==> src/rtl/aim_line_drawer_if.sv <==
// rtl/aim_line_drawer_if.sv - request and VGA write-port bundle for the aim line drawer
//
// Request side : start, x0/y0 (pivot), x1/y1 (end point), color
// Plot side    : plot_x, plot_y, plot_color, plot (write strobe)
// Status       : busy (request in progress), done (one-cycle completion pulse)
// master drives the request and observes plots; slave is the drawer.
interface aim_line_drawer_if;
    logic       start;
    logic [7:0] x0;
    logic [6:0] y0;
    logic [7:0] x1;
    logic [6:0] y1;
    logic [2:0] color;
    logic [7:0] plot_x;
    logic [6:0] plot_y;
    logic [2:0] plot_color;
    logic       plot;
    logic       busy;
    logic       done;

    modport master (
        output start, x0, y0, x1, y1, color,
        input  plot_x, plot_y, plot_color, plot, busy, done
    );

    modport slave (
        input  start, x0, y0, x1, y1, color,
        output plot_x, plot_y, plot_color, plot, busy, done
    );
endinterface

==> src/rtl/aim_line_drawer.sv <==
// rtl/aim_line_drawer.sv - Bresenham aim line drawer with erase of the previous line
//
// clk    : rising-edge clock
// resetn : asynchronous active-low reset
// bus    : aim_line_drawer_if.slave (request in, VGA write port and status out)
// All outputs are registered, so they trail the state that produced them by one cycle.
module aim_line_drawer #(
    parameter logic [2:0] BG_COLOR = 3'b000,
    parameter bit         ERASE_EN = 1'b1
) (
    input  logic             clk,
    input  logic             resetn,
    aim_line_drawer_if.slave bus
);
    typedef enum logic [2:0] {IDLE, SETUP_E, ERASE, SETUP_D, DRAW, FINISH} state_t;
    state_t state, state_next;

    // latched request and the stored previous line
    logic [7:0] nx0, nx1, px0, px1;
    logic [6:0] ny0, ny1, py0, py1;
    logic [2:0] ncol;
    logic       prev_valid;

    // Bresenham state for the line being rasterised
    logic [7:0]        cx, xe, dx;
    logic [6:0]        cy, ye;
    logic signed [9:0] dy, err;
    logic              sx, sy;

    logic [7:0] plot_x_r;
    logic [6:0] plot_y_r;
    logic [2:0] plot_color_r;
    logic       plot_r, busy_r, done_r;

    assign bus.plot_x     = plot_x_r;
    assign bus.plot_y     = plot_y_r;
    assign bus.plot_color = plot_color_r;
    assign bus.plot       = plot_r;
    assign bus.busy       = busy_r;
    assign bus.done       = done_r;

    // done is still high in the first IDLE cycle; a start there is dropped
    logic accept;
    assign accept = (state == IDLE) && bus.start && !done_r;

    // setup source: previous line for the erase pass, new line otherwise
    logic [7:0] s_xs, s_xe, s_dx;
    logic [6:0] s_ys, s_ye, s_ady;
    always_comb begin
        s_xs = nx0;
        s_ys = ny0;
        s_xe = nx1;
        s_ye = ny1;
        if (state == SETUP_E) begin
            s_xs = px0;
            s_ys = py0;
            s_xe = px1;
            s_ye = py1;
        end
        s_dx  = (s_xe >= s_xs) ? (s_xe - s_xs) : (s_xs - s_xe);
        s_ady = (s_ye >= s_ys) ? (s_ye - s_ys) : (s_ys - s_ye);
    end

    // one Bresenham step; e2 needs one bit more than err
    logic                at_end, step_x, step_y;
    logic signed [10:0]  e2, dx_ext, dy_ext;
    logic signed [9:0]   add_x, add_y, err_next;
    always_comb begin
        at_end   = (cx == xe) && (cy == ye);
        e2       = $signed({err, 1'b0});
        dx_ext   = $signed({3'b000, dx});
        dy_ext   = $signed({dy[9], dy});
        step_x   = (e2 >= dy_ext);
        step_y   = (e2 <= dx_ext);
        add_x    = step_x ? dy : 10'sd0;
        add_y    = step_y ? $signed({2'b00, dx}) : 10'sd0;
        err_next = err + add_x + add_y;
    end

    always_ff @(posedge clk or negedge resetn) begin
        if (!resetn) state <= IDLE;
        else         state <= state_next;
    end

    always_comb begin
        state_next = state;
        unique case (state)
            IDLE:    if (accept) state_next = (ERASE_EN && prev_valid) ? SETUP_E : SETUP_D;
            SETUP_E: state_next = ERASE;
            ERASE:   if (at_end) state_next = SETUP_D;
            SETUP_D: state_next = DRAW;
            DRAW:    if (at_end) state_next = FINISH;
            FINISH:  state_next = IDLE;
            default: state_next = IDLE;
        endcase
    end

    always_ff @(posedge clk or negedge resetn) begin
        if (!resetn) begin
            nx0 <= '0; ny0 <= '0; nx1 <= '0; ny1 <= '0; ncol <= '0;
            px0 <= '0; py0 <= '0; px1 <= '0; py1 <= '0; prev_valid <= 1'b0;
            cx <= '0; cy <= '0; xe <= '0; ye <= '0; dx <= '0; dy <= '0;
            err <= '0; sx <= 1'b0; sy <= 1'b0;
            plot_x_r <= '0; plot_y_r <= '0; plot_color_r <= '0;
            plot_r <= 1'b0; busy_r <= 1'b0; done_r <= 1'b0;
        end else begin
            plot_r <= (state == ERASE) || (state == DRAW);
            done_r <= (state == FINISH);
            if ((state == ERASE) || (state == DRAW)) begin
                plot_x_r     <= cx;
                plot_y_r     <= cy;
                plot_color_r <= (state == ERASE) ? BG_COLOR : ncol;
            end
            unique case (state)
                IDLE: begin
                    if (accept) begin
                        nx0 <= bus.x0; ny0 <= bus.y0;
                        nx1 <= bus.x1; ny1 <= bus.y1;
                        ncol   <= bus.color;
                        busy_r <= 1'b1;
                    end
                end
                SETUP_E, SETUP_D: begin
                    cx  <= s_xs;
                    cy  <= s_ys;
                    xe  <= s_xe;
                    ye  <= s_ye;
                    dx  <= s_dx;
                    dy  <= -$signed({3'b000, s_ady});
                    err <= $signed({2'b00, s_dx}) - $signed({3'b000, s_ady});
                    sx  <= (s_xs < s_xe);
                    sy  <= (s_ys < s_ye);
                end
                ERASE, DRAW: begin
                    if (!at_end) begin
                        err <= err_next;
                        if (step_x) cx <= sx ? cx + 8'd1 : cx - 8'd1;
                        if (step_y) cy <= sy ? cy + 7'd1 : cy - 7'd1;
                    end
                end
                FINISH: begin
                    px0 <= nx0; py0 <= ny0;
                    px1 <= nx1; py1 <= ny1;
                    prev_valid <= 1'b1;
                    busy_r     <= 1'b0;
                end
                default: ;
            endcase
        end
    end
endmodule

==> src/flat_wrapper.sv <==
// flat-port wrapper written by rule: the top's interface ports become plain ports
module aim_line_drawer_flat 
#(
    parameter logic [2:0] BG_COLOR = 3'b000,
    parameter bit         ERASE_EN = 1'b1
)
  (clk, resetn, bus_start, bus_x0, bus_y0, bus_x1, bus_y1, bus_color, bus_plot_x, bus_plot_y, bus_plot_color, bus_plot, bus_busy, bus_done);
  aim_line_drawer_if bus_i ();
  input  logic clk;
  input  logic resetn;
  input wire logic [$bits(bus_i.start)-1:0] bus_start;
  input wire logic [$bits(bus_i.x0)-1:0] bus_x0;
  input wire logic [$bits(bus_i.y0)-1:0] bus_y0;
  input wire logic [$bits(bus_i.x1)-1:0] bus_x1;
  input wire logic [$bits(bus_i.y1)-1:0] bus_y1;
  input wire logic [$bits(bus_i.color)-1:0] bus_color;
  output wire logic [$bits(bus_i.plot_x)-1:0] bus_plot_x;
  output wire logic [$bits(bus_i.plot_y)-1:0] bus_plot_y;
  output wire logic [$bits(bus_i.plot_color)-1:0] bus_plot_color;
  output wire logic [$bits(bus_i.plot)-1:0] bus_plot;
  output wire logic [$bits(bus_i.busy)-1:0] bus_busy;
  output wire logic [$bits(bus_i.done)-1:0] bus_done;
  assign bus_i.start = bus_start;
  assign bus_i.x0 = bus_x0;
  assign bus_i.y0 = bus_y0;
  assign bus_i.x1 = bus_x1;
  assign bus_i.y1 = bus_y1;
  assign bus_i.color = bus_color;
  assign bus_plot_x = bus_i.plot_x;
  assign bus_plot_y = bus_i.plot_y;
  assign bus_plot_color = bus_i.plot_color;
  assign bus_plot = bus_i.plot;
  assign bus_busy = bus_i.busy;
  assign bus_done = bus_i.done;
  aim_line_drawer #(.BG_COLOR(BG_COLOR), .ERASE_EN(ERASE_EN)) u_core (.clk(clk), .resetn(resetn), .bus(bus_i));
endmodule
==> config.mk <==
export PLATFORM = sky130hd
export DESIGN_NAME = aim_line_drawer_flat
export DESIGN_NICKNAME = d
export VERILOG_FILES = /design/src/rtl/aim_line_drawer_if.sv /design/src/rtl/aim_line_drawer.sv /design/src/flat_wrapper.sv
export SDC_FILE = /design/constraint.sdc
export NUM_CORES = 1
export LEC_CHECK = 0
export CAP_MARGIN = 30
export CORE_MARGIN = 5
export CORE_UTILIZATION = 58
export CTS_CLUSTER_SIZE = 8
export DETAILED_ROUTE_END_ITERATION = 6
export GPL_ROUTABILITY_DRIVEN = 0
export PLACE_DENSITY = 0.78
export SLEW_MARGIN = 25
export SYNTH_ARGS = -nofsm -noshare
export SYNTH_HDL_FRONTEND = slang
export SYNTH_SLANG_ARGS = --single-unit
export TNS_END_PERCENT = 10
==> constraint.sdc <==
create_clock -name clk -period 7.2 [get_ports clk]
set_input_delay 1.8 -clock clk [delete_from_list [all_inputs] [get_ports clk]]
set_output_delay 1.8 -clock clk [all_outputs]
set_load 0.005 [all_outputs]
# ---- Word-level counts from Yosys, hierarchy flattened
# Index checks and enable logic that the tools add are counted.
dict set report word_totals {
  register_bits 148
  wordCells 99
}
dict set report classes {
  add_sub_neg 12
  magnitude_cmp 6
  n_eq_ne 13
  muxes 26
  reduce_logical 16
}
# op n
set op_table {}
lappend op_table {{$mux 8} 7}
lappend op_table {{$mux 7} 6}
lappend op_table {{$add 10x10->10} 2}
lappend op_table {{$mux 10} 2}
lappend op_table {{$pmux 10 s2} 1}
lappend op_table {{$pmux 8 s2} 1}
lappend op_table {{$sub 8x8->8} 2}
lappend op_table {{$pmux 3 s5} 1}
lappend op_table {{$pmux 7 s2} 1}
lappend op_table {{$sub 7x7->7} 2}
lappend op_table {{$mux 3} 4}
lappend op_table {{$ge 11x10->1} 1}
lappend op_table {{$le 11x9->1} 1}
lappend op_table {{$ne 2x1->1 const B} 5}
lappend op_table {{$neg 7->10} 1}
lappend op_table {{$reduce_and 3->1} 3}
lappend op_table {{$sub 8x7->9} 1}
lappend op_table {{$add 8x1->8 const B} 1}
lappend op_table {{$eq 8x8->1} 1}
lappend op_table {{$ge 8x8->1} 1}
lappend op_table {{$lt 8x8->1} 1}
lappend op_table {{$sub 8x1->8 const B} 1}
lappend op_table {{$add 7x1->7 const B} 1}
lappend op_table {{$eq 7x7->1} 1}
lappend op_table {{other kinds (17)} 25}

# ---- Longest topological paths before layout
# Gate-level depths: netlist (run 1).
dict set report logic_depth {
  word_depth 6
  ltp_mapped 24
}

# ---- Worst setup path before layout (run 1)
# OpenSTA, ideal clock, no wires.
dict set report synth_timing {
  kind {flip-flop to flip-flop}
  from {reg u_core.state[2]}
  to {reg u_core.err[6]}
  t_arrival_ns 4.920
  setup_slack_ns 2.139
  stages_incl_launch_ff 22
  synth_period_minus_slack_ns 5.061
  path_cell_list {dfrtp_1 clkbuf_1 nor3b_1 buf_2 buf_2 mux2i_1 inv_1 fa_1 a21oi_1 o2111ai_1 a311o_1 o21ai_4 mux2_2 fa_1 nand2_1 nand2_1 a21oi_1 nor2b_1 o21a_1 or3_1 nand3_1 a31oi_1}
}
dict set report synth_between {
  elab_chain_cells 6
  elab_cells_between_ends 23
  classes_between {add/sub (5); order compare (2); eq/ne (5); mux (7); reduce/logical (4)}
}
# item line
set synth_rtl {}
lappend synth_rtl {{start: declaration} aim_line_drawer.sv:16} ;# state_t state, state_next;
lappend synth_rtl {{start signal: assignment} aim_line_drawer.sv:82} ;# else state <= state_next;
lappend synth_rtl {{$eq 3x1->1 (*)} aim_line_drawer.sv:54} ;# if (state == SETUP_E) begin
lappend synth_rtl {{$mux 8 (*)} aim_line_drawer.sv:54}
lappend synth_rtl {{named net u_core.s_xe[1]} aim_line_drawer.sv:47} ;# logic [7:0] s_xs, s_xe, s_dx;
lappend synth_rtl {{$sub 8x8->8 or $ge 8x8->1 (tied branches)} aim_line_drawer.sv:60} ;# s_dx = (s_xe >= s_xs) ? (s_xe - s_xs) : (s_xs - s_xe);
lappend synth_rtl {{$mux 8 (*)} aim_line_drawer.sv:60}
lappend synth_rtl {{named net u_core.s_dx[1]} aim_line_drawer.sv:47}
lappend synth_rtl {{$sub 8x7->9 (*)} aim_line_drawer.sv:130} ;# err <= $signed({2'b00, s_dx}) - $signed({3'b000, s_ady});
lappend synth_rtl {{$pmux 10 s2 (*)} aim_line_drawer.sv:114} ;# unique case (state)
lappend synth_rtl {{end signal: assignment} aim_line_drawer.sv:130}
lappend synth_rtl {{end signal: assignment} aim_line_drawer.sv:136} ;# err <= err_next;
lappend synth_rtl {{end: declaration} aim_line_drawer.sv:27} ;# logic signed [9:0] dy, err;
# The timed path passes the listed nets; every way through them passes the cells marked *.
# A chain may end at the register's enable or synchronous reset.

# ---- Final worst setup path (run 1)
dict set report layout_timing {
  from {reg u_core.state[0]}
  to {reg u_core.err[6]}
}
# The elaborated chain is that of the path after synthesis.

==> results by group, run 1 <==
Global routing
  • Grt ovf: 0
  • Initial antenna violation count: 1
  • Global Route Usage Sum: 0.250
  • Largest net degree at the start of global routing: 96
  • Vias in the first global route: 7273
  • Global-route wire length before repair: 36400 um

Route
  • Routed via count: 7215
  • Antenna violation net count after detailed routing: 0
  • WL/cell: 17.4 um
  • DRT Wirelength: 22500 um
  • Via/cell ratio: 5.58
  • DR DRC count: 0
  • DRT Pass-1 Iters: 5
  • DR iter-0 viols: 627

Timing
  • Setup TNS: 0 ps
  • Fin. Hold Viols: 0
  • Final setup viols: 0
  • RSZ-0062 raised after global routing: false
  • Max-slew headroom: 0.425
  • Crit share post-route: 0.750
  • FMAX: 0.185 GHz
  • Max Slew Vio Count: 0
  • Clock Skew: 6.84 ps
  • Min Tclk post-route: 5400 ps
  • Worst-Margin Slew: 863 ps
  • Worst Slack Setup Final: 1800 ps

Floorplan
  • IO Pins: 57
  • Chip Width: 137 um
  • Initial Util: 0.591
  • Core area: 15800 um^2
  • Site Rows: 46
  • Die height: 137 um
  • Die area: 18800 um^2

CTS
  • Root Driver: clkbuf_16
  • H-tree depth: 4
  • Hold buffer count at CTS: 0
  • Maximum clock insertion buffer count: 2
  • Clk sink count: 148
  • Clock slew at reported path FFs: 60 ps
  • Worst skew pair latency: 430 ps
  • CTS tree: built
  • Post-CTS resize count: 0
  • CTS buffer count: 17
  • Setup repair bufs after CTS: 0

Final layout
  • Layout cells sized above 1: 0.0872
  • Most frequent cells in the layout: nand2_1, dfrtp_1, inv_1, ha_1, o21ai_0
  • Fill count: 1277
  • Nets: 1192
  • Commonest non-fill, non-tap cell in the layout: nand2_1
  • Syn-to-layout area delta: 14.9%
  • Diodes inserted: 0

Critical path
  • Worst Setup End Kind: flip-flop
  • CP Data Arrival Time: 5670 ps
  • Startpoint Class: flip-flop
  • WP data required: 7470 ps
  • Critical path fanouts, max: 30
  • Setup CP Type: reg -> reg

Synthesis
  • Number of synthesized flops with an enable pin: 0
  • FFs w/ async S/R, synth: 1.00
  • Synth warnings: 0
  • Gate Count Post-Synth: 1018
  • Synthesis-stage register bit count: 148
  • Mean Syn Cell Area: 9.19 um^2
  • Mapped Area: 9350 um^2
  • Yosys cell types: 62
  • Seq/Total Area, Yosys: 0.396
  • Top_reg_cell synth: dfrtp_1
  • Post-Syn Nets: 1145

Placed design
  • Dpl ws: 1840 ps
  • Port Buf Inserts: 56
  • Dpl hpwl: 16000 um

Min path
  • HP Class: reg -> reg

Job
  • Max Cap Violations: 0

Outcome
  • Run status: complete, no violations
-- metal layers --
metal  track usage  vias up  wire [um]
met1         0.335     3493       9960
met4        0.0765        2        478
met2         0.411      178      10900
li1              -     3495          -
met3        0.0537       47       1180
met5             0        -          8
-- worst max-delay path: stages (launching register included) --
cell	delay, ps
dfrtp_1	580
nor3b_2	230
buf_4	470
mux2i_1	490
inv_1	170
fa_1	480
a21oi_1	200
o2111ai_1	150
a311o_1	400
o21ai_4	140
mux2_2	420
fa_1	430
nand2_1	80
nand2_1	50
a21oi_1	220
nor2b_1	80
o21a_1	180
or3_1	300
nand3_1	80
a31oi_1	80
-- cells in the mapped netlist (all sizes together), types with 2 or more instances --
library cell  instances  area share
nand2               219       0.088
dfrtp               148        0.40
inv                  92       0.037
ha                   75        0.10
o21ai                71       0.040
a21oi                51       0.029
nor2                 43       0.018
mux2i                41       0.044
mux2                 39       0.047
xnor2                33       0.032
clkbuf               29       0.012
xor2                 19       0.019
fa                   16       0.034
a21o                 15       0.012
nor2b                15       0.010
buf                   9      0.0045
nand3                 9      0.0048
nor3                  8      0.0043
o21a                  8      0.0064
a31oi                 7      0.0047
nand2b                7      0.0047
and2                  5      0.0033
nand4                 5      0.0033
o211ai                5      0.0040
a21boi                4      0.0032
o21bai                4      0.0032
or3                   4      0.0027
a211oi                3      0.0024
and4                  3      0.0028
nand3b                3      0.0024
nor4                  3      0.0027
o2111ai               3      0.0028
o31ai                 3      0.0029
a211o                 2      0.0019
a22oi                 2      0.0016
o221ai                2      0.0019
o41a                  2      0.0024
-- flip-flops by register name, indices dropped and copies added (netlist names), 8 cells and up --
register,cells
u_core.bus.plot_x,8
u_core.cx,8
u_core.dx,8
u_core.dy,10
u_core.err,10
u_core.nx0,8
u_core.nx1,8
u_core.px0,8
u_core.px1,8
u_core.xe,8
-- stage by stage --
step | std cells | utilization | hold WS (ps) | cell area (um^2)
2_1_floorplan | 1018 | - | 435 | 9350
3_3_place_gp | 1259 | 0.638 | 454 | 10100
3_5_place_dp | 1261 | 0.640 | 457 | 10100
4_1_cts | 1293 | 0.679 | 472 | 10700
5_1_grt | 1294 | 0.679 | 492 | 10700
6_report | 1294 | 0.679 | 472 | 10700
-- final timing paths --
check                                                 startpoint                               end  slack [ps]  depth (start not counted)
worst max-delay path                 u_core.state[0]$_DFFE_PN0P_         u_core.err[6]$_DFFE_PN0P_        1800                         19
worst min-delay path            u_core.bus.plot_x[2]$_DFFE_PN0N_  u_core.bus.plot_x[2]$_DFFE_PN0N_         470                          2
worst max register to register       u_core.state[0]$_DFFE_PN0P_         u_core.err[6]$_DFFE_PN0P_        1800                         19
worst min register to register  u_core.bus.plot_x[2]$_DFFE_PN0N_  u_core.bus.plot_x[2]$_DFFE_PN0N_         470                          2
max in group asynchronous                                 resetn         u_core.py1[0]$_DFFE_PN0P_        4520                          2
min in group asynchronous                                 resetn         u_core.bus.plot$_DFF_PN0_        1430                          1
-- cell type report --
type,count,area (um^2),area share
Clock inverter,12,168,0.0156
Sequential cell,148,3700,0.345
Multi-Input combinational cell,740,5170,0.481
Clock buffer,20,447,0.0416
Inverter,92,345,0.0321
Timing Repair Buffer,66,644,0.0600
Tap cell,216,270,0.0251
-- cells by family (layout without fill, tap and decap cells) --
kind of cell | Yosys count | count (layout) | synth area share
DFF | 148 | 148 | 0.396
xor gates and xnor gates | 52 | 52 | 0.0503
muxes | 80 | 80 | 0.0912
buffers and inverters | 130 | 190 | 0.0531
AOI/OAI and AO/OA | 190 | 190 | 0.126
and+or+nand+nor | 327 | 327 | 0.149
adders and majority gates | 91 | 91 | 0.135
Power of run 1 is left out: the tool's default activity adds up to more than one toggle a clock period on the data nets, which glitch-free logic cannot reach.
==> run 2, diff against run 1 <==
Settings changed: CORE_UTILIZATION 58 to 55.
Clock period 7.2 ns to 4.7 ns, I/O delays scaled along.
==> results by group, run 2 (synthesis gave the netlist of run 1 again) <==
Timing
  • Clock Skew: 11.0 ps (+4.16 ps)
  • Worst-Margin Slew: 854 ps (-8.33 ps)
  • Max-slew headroom: 0.429 (+0.00438)
  • Fin. Hold Viols: 0 (unchanged)
  • Worst Slack Setup Final: 46.9 ps (-1750 ps)
  • Final setup viols: 0 (unchanged)
  • Max Slew Vio Count: 0 (unchanged)
  • RSZ-0062 raised after global routing: true
  • FMAX: 0.215 GHz (+16%)
  • Crit share post-route: 0.990 (+0.240)
  • Min Tclk post-route: 4650 ps (-747 ps)

Route
  • Routed via count: 7435 (+3.0%)
  • Met2 WL: 10300 um (-5.2%)
  • WL/cell: 16.9 um (-2.9%)
  • Antenna violation net count after detailed routing: 0 (unchanged)
  • Via/cell ratio: 5.59 (+0.18%)
  • DRT Pass-1 Iters: 7 (+2)
  • DR iter-0 viols: 529 (-16%)
  • Met3 wire len: 1370 um (+16%)
  • Met1 WL: 10200 um (+2.5%)
  • DR DRC count: 0 (unchanged)
  • DRT Wirelength: 22500 um (-0.16%)
  • DR top layer: met4

Critical path
  • WP data required: 4970 ps (-2500 ps)
  • Setup CP Type: reg -> reg
  • Critical path fanouts, max: 7 (-77%)
  • Largest stage delay on the critical path: 430 ps (-150 ps)
  • Slowest cell on crit path: a311o_1
  • CP Buf/Inv Count: 2 (unchanged)
  • Startpoint Class: flip-flop
  • CP Data Arrival Time: 4920 ps (-750 ps)
  • Crit path max-delay family: compound AO/OA/AOI/OAI gates
  • Worst Setup End Kind: flip-flop
  • Cell Chain, Critical Path: nor3b_4, buf_12, mux2i_4, ha_2, inv_1, fa_2, a21oi_2, o2111ai_1, a311o_1, o21ai_4, mux2i_1, xnor2_1, ha_1, nand2_1, nand2_1, a21oi_2, nor2b_1, o21a_1, or3_1, nand3_1, a31oi_1

Global routing
  • Largest net degree at the start of global routing: 96 (unchanged)
  • Global-route wire length before repair: 36600 um (+0.68%)
  • Global Route Usage Sum: 0.229 (-0.0209)
  • Grt ovf: 0 (unchanged)
  • Vias in the first global route: 7385 (+1.5%)
  • Initial antenna violation count: 0 (-1)

CTS
  • Root Driver: clkbuf_16
  • CTS tree: built
  • H-tree depth: 4 (unchanged)
  • Clock slew at reported path FFs: 60 ps (about the same)
  • CTS buffer count: 17 (unchanged)
  • Worst skew pair latency: 430 ps (about the same)
  • Clk sink count: 148 (unchanged)
  • Hold buffer count at CTS: 0 (unchanged)
  • Maximum clock insertion buffer count: 2 (unchanged)

Placed design
  • Placement Cell Area: 10300 um^2 (+1.9%)
  • Dpl cells: 1284 (+1.8%)
  • Port Buf Inserts: 56 (unchanged)
  • Dpl ws: 64.9 ps (-1770 ps)
  • Dpl hpwl: 16000 um (-0.14%)

Floorplan
  • Die area: 19700 um^2 (+5.0%)
  • IO Pins: 57 (unchanged)
  • Site Rows: 47 (+2.2%)
  • Initial Util: 0.562 (-0.0289)
  • Die height: 140 um (+2.5%)
  • Chip Width: 140 um (+2.5%)
  • Core area: 16600 um^2 (+5.1%)

Outcome
  • Run status: complete, no violations

Final layout
  • Nets: 1225 (+2.8%)
  • Layout cells sized above 1: 0.129 (+0.0415)
  • Syn-to-layout area delta: 18.6%
  • Fill count: 1276 (-0.078%)
  • Fin cells: 1331 (+2.9%)
  • Final core utilization: 0.667 (-0.0124)
  • Most frequent cells in the layout: nand2_1, dfrtp_1, inv_1, ha_1, o21ai_0
  • Final instance area: 11100 um^2 (+3.2%)
  • Top Registers: u_core.dy: 10 flops, u_core.err: 10 flops
  • Footprint of the multi-input gates: 5250 um^2 (+1.5%)
  • Diodes inserted: 0 (unchanged)
  • Commonest non-fill, non-tap cell in the layout: nand2_1
  • Storage cell area: 3700 um^2 (unchanged)

Job
  • Max Cap Violations: 0 (unchanged)

Min path
  • HP Class: reg -> reg
## run 2: cell types whose count changed in the layout (fill, tap and decap cells not counted), moves of 3 or more
cell	delta
mux2i_2	+6
buf_4	+28
bufinv_16	-3
mux2i_1	-8
## run 2: stage by stage
step | TNS [ps] | hold WS, ps
global route | -340 | 496
detailed placement | 0 | 462
CTS | 0 | 478
floorplan | 0 | 435
finish | 0 | 471
global placement | 0 | 457
## run 2: area by class of cell
cell class | instances | area share
clock buffer | 19 | 0.0408
clock inverter | 13 | 0.0103
inverter | 92 | 0.0311
multi-input combinational | 740 | 0.473
sequential | 148 | 0.334
tap | 220 | 0.0248
timing repair buffer | 99 | 0.0864
## run 2: worst paths after layout
check	from	end	slack, ps	depth (start not counted)
max	u_core.state[1]$_DFFE_PN0P_	u_core.err[6]$_DFFE_PN0P_	50	21
min	u_core.bus.plot_x[2]$_DFFE_PN0N_	u_core.bus.plot_x[2]$_DFFE_PN0N_	470	2
max reg2reg	u_core.state[1]$_DFFE_PN0P_	u_core.err[6]$_DFFE_PN0P_	50	21
min reg2reg	u_core.bus.plot_x[2]$_DFFE_PN0N_	u_core.bus.plot_x[2]$_DFFE_PN0N_	470	2
max in group asynchronous	resetn	u_core.py1[0]$_DFFE_PN0P_	3420	2
min in group asynchronous	resetn	u_core.bus.plot_x[4]$_DFFE_PN0N_	650	1
## run 2: worst min-delay path, stage by stage, from the launching register on
cell     delay (ps)
dfrtp_1         340
nand2_1          50
nand2_1          50
## run 2: routing by layer
layer | GRT usage | vias up
li1 | - | 3579
met1 | 0.314 | 3594
met2 | 0.363 | 220
met3 | 0.0508 | 42
met4 | 0.0765 | 0
met5 | 0 | -
## run 2: what timing repair did
item	CTS	global route
buffers inserted	0	11
gates resized for setup	1	14
endpoints found under the setup margin	1	5
gates cloned	0	1
pin swaps	0	8
Power of run 2 is left out for the same reason.
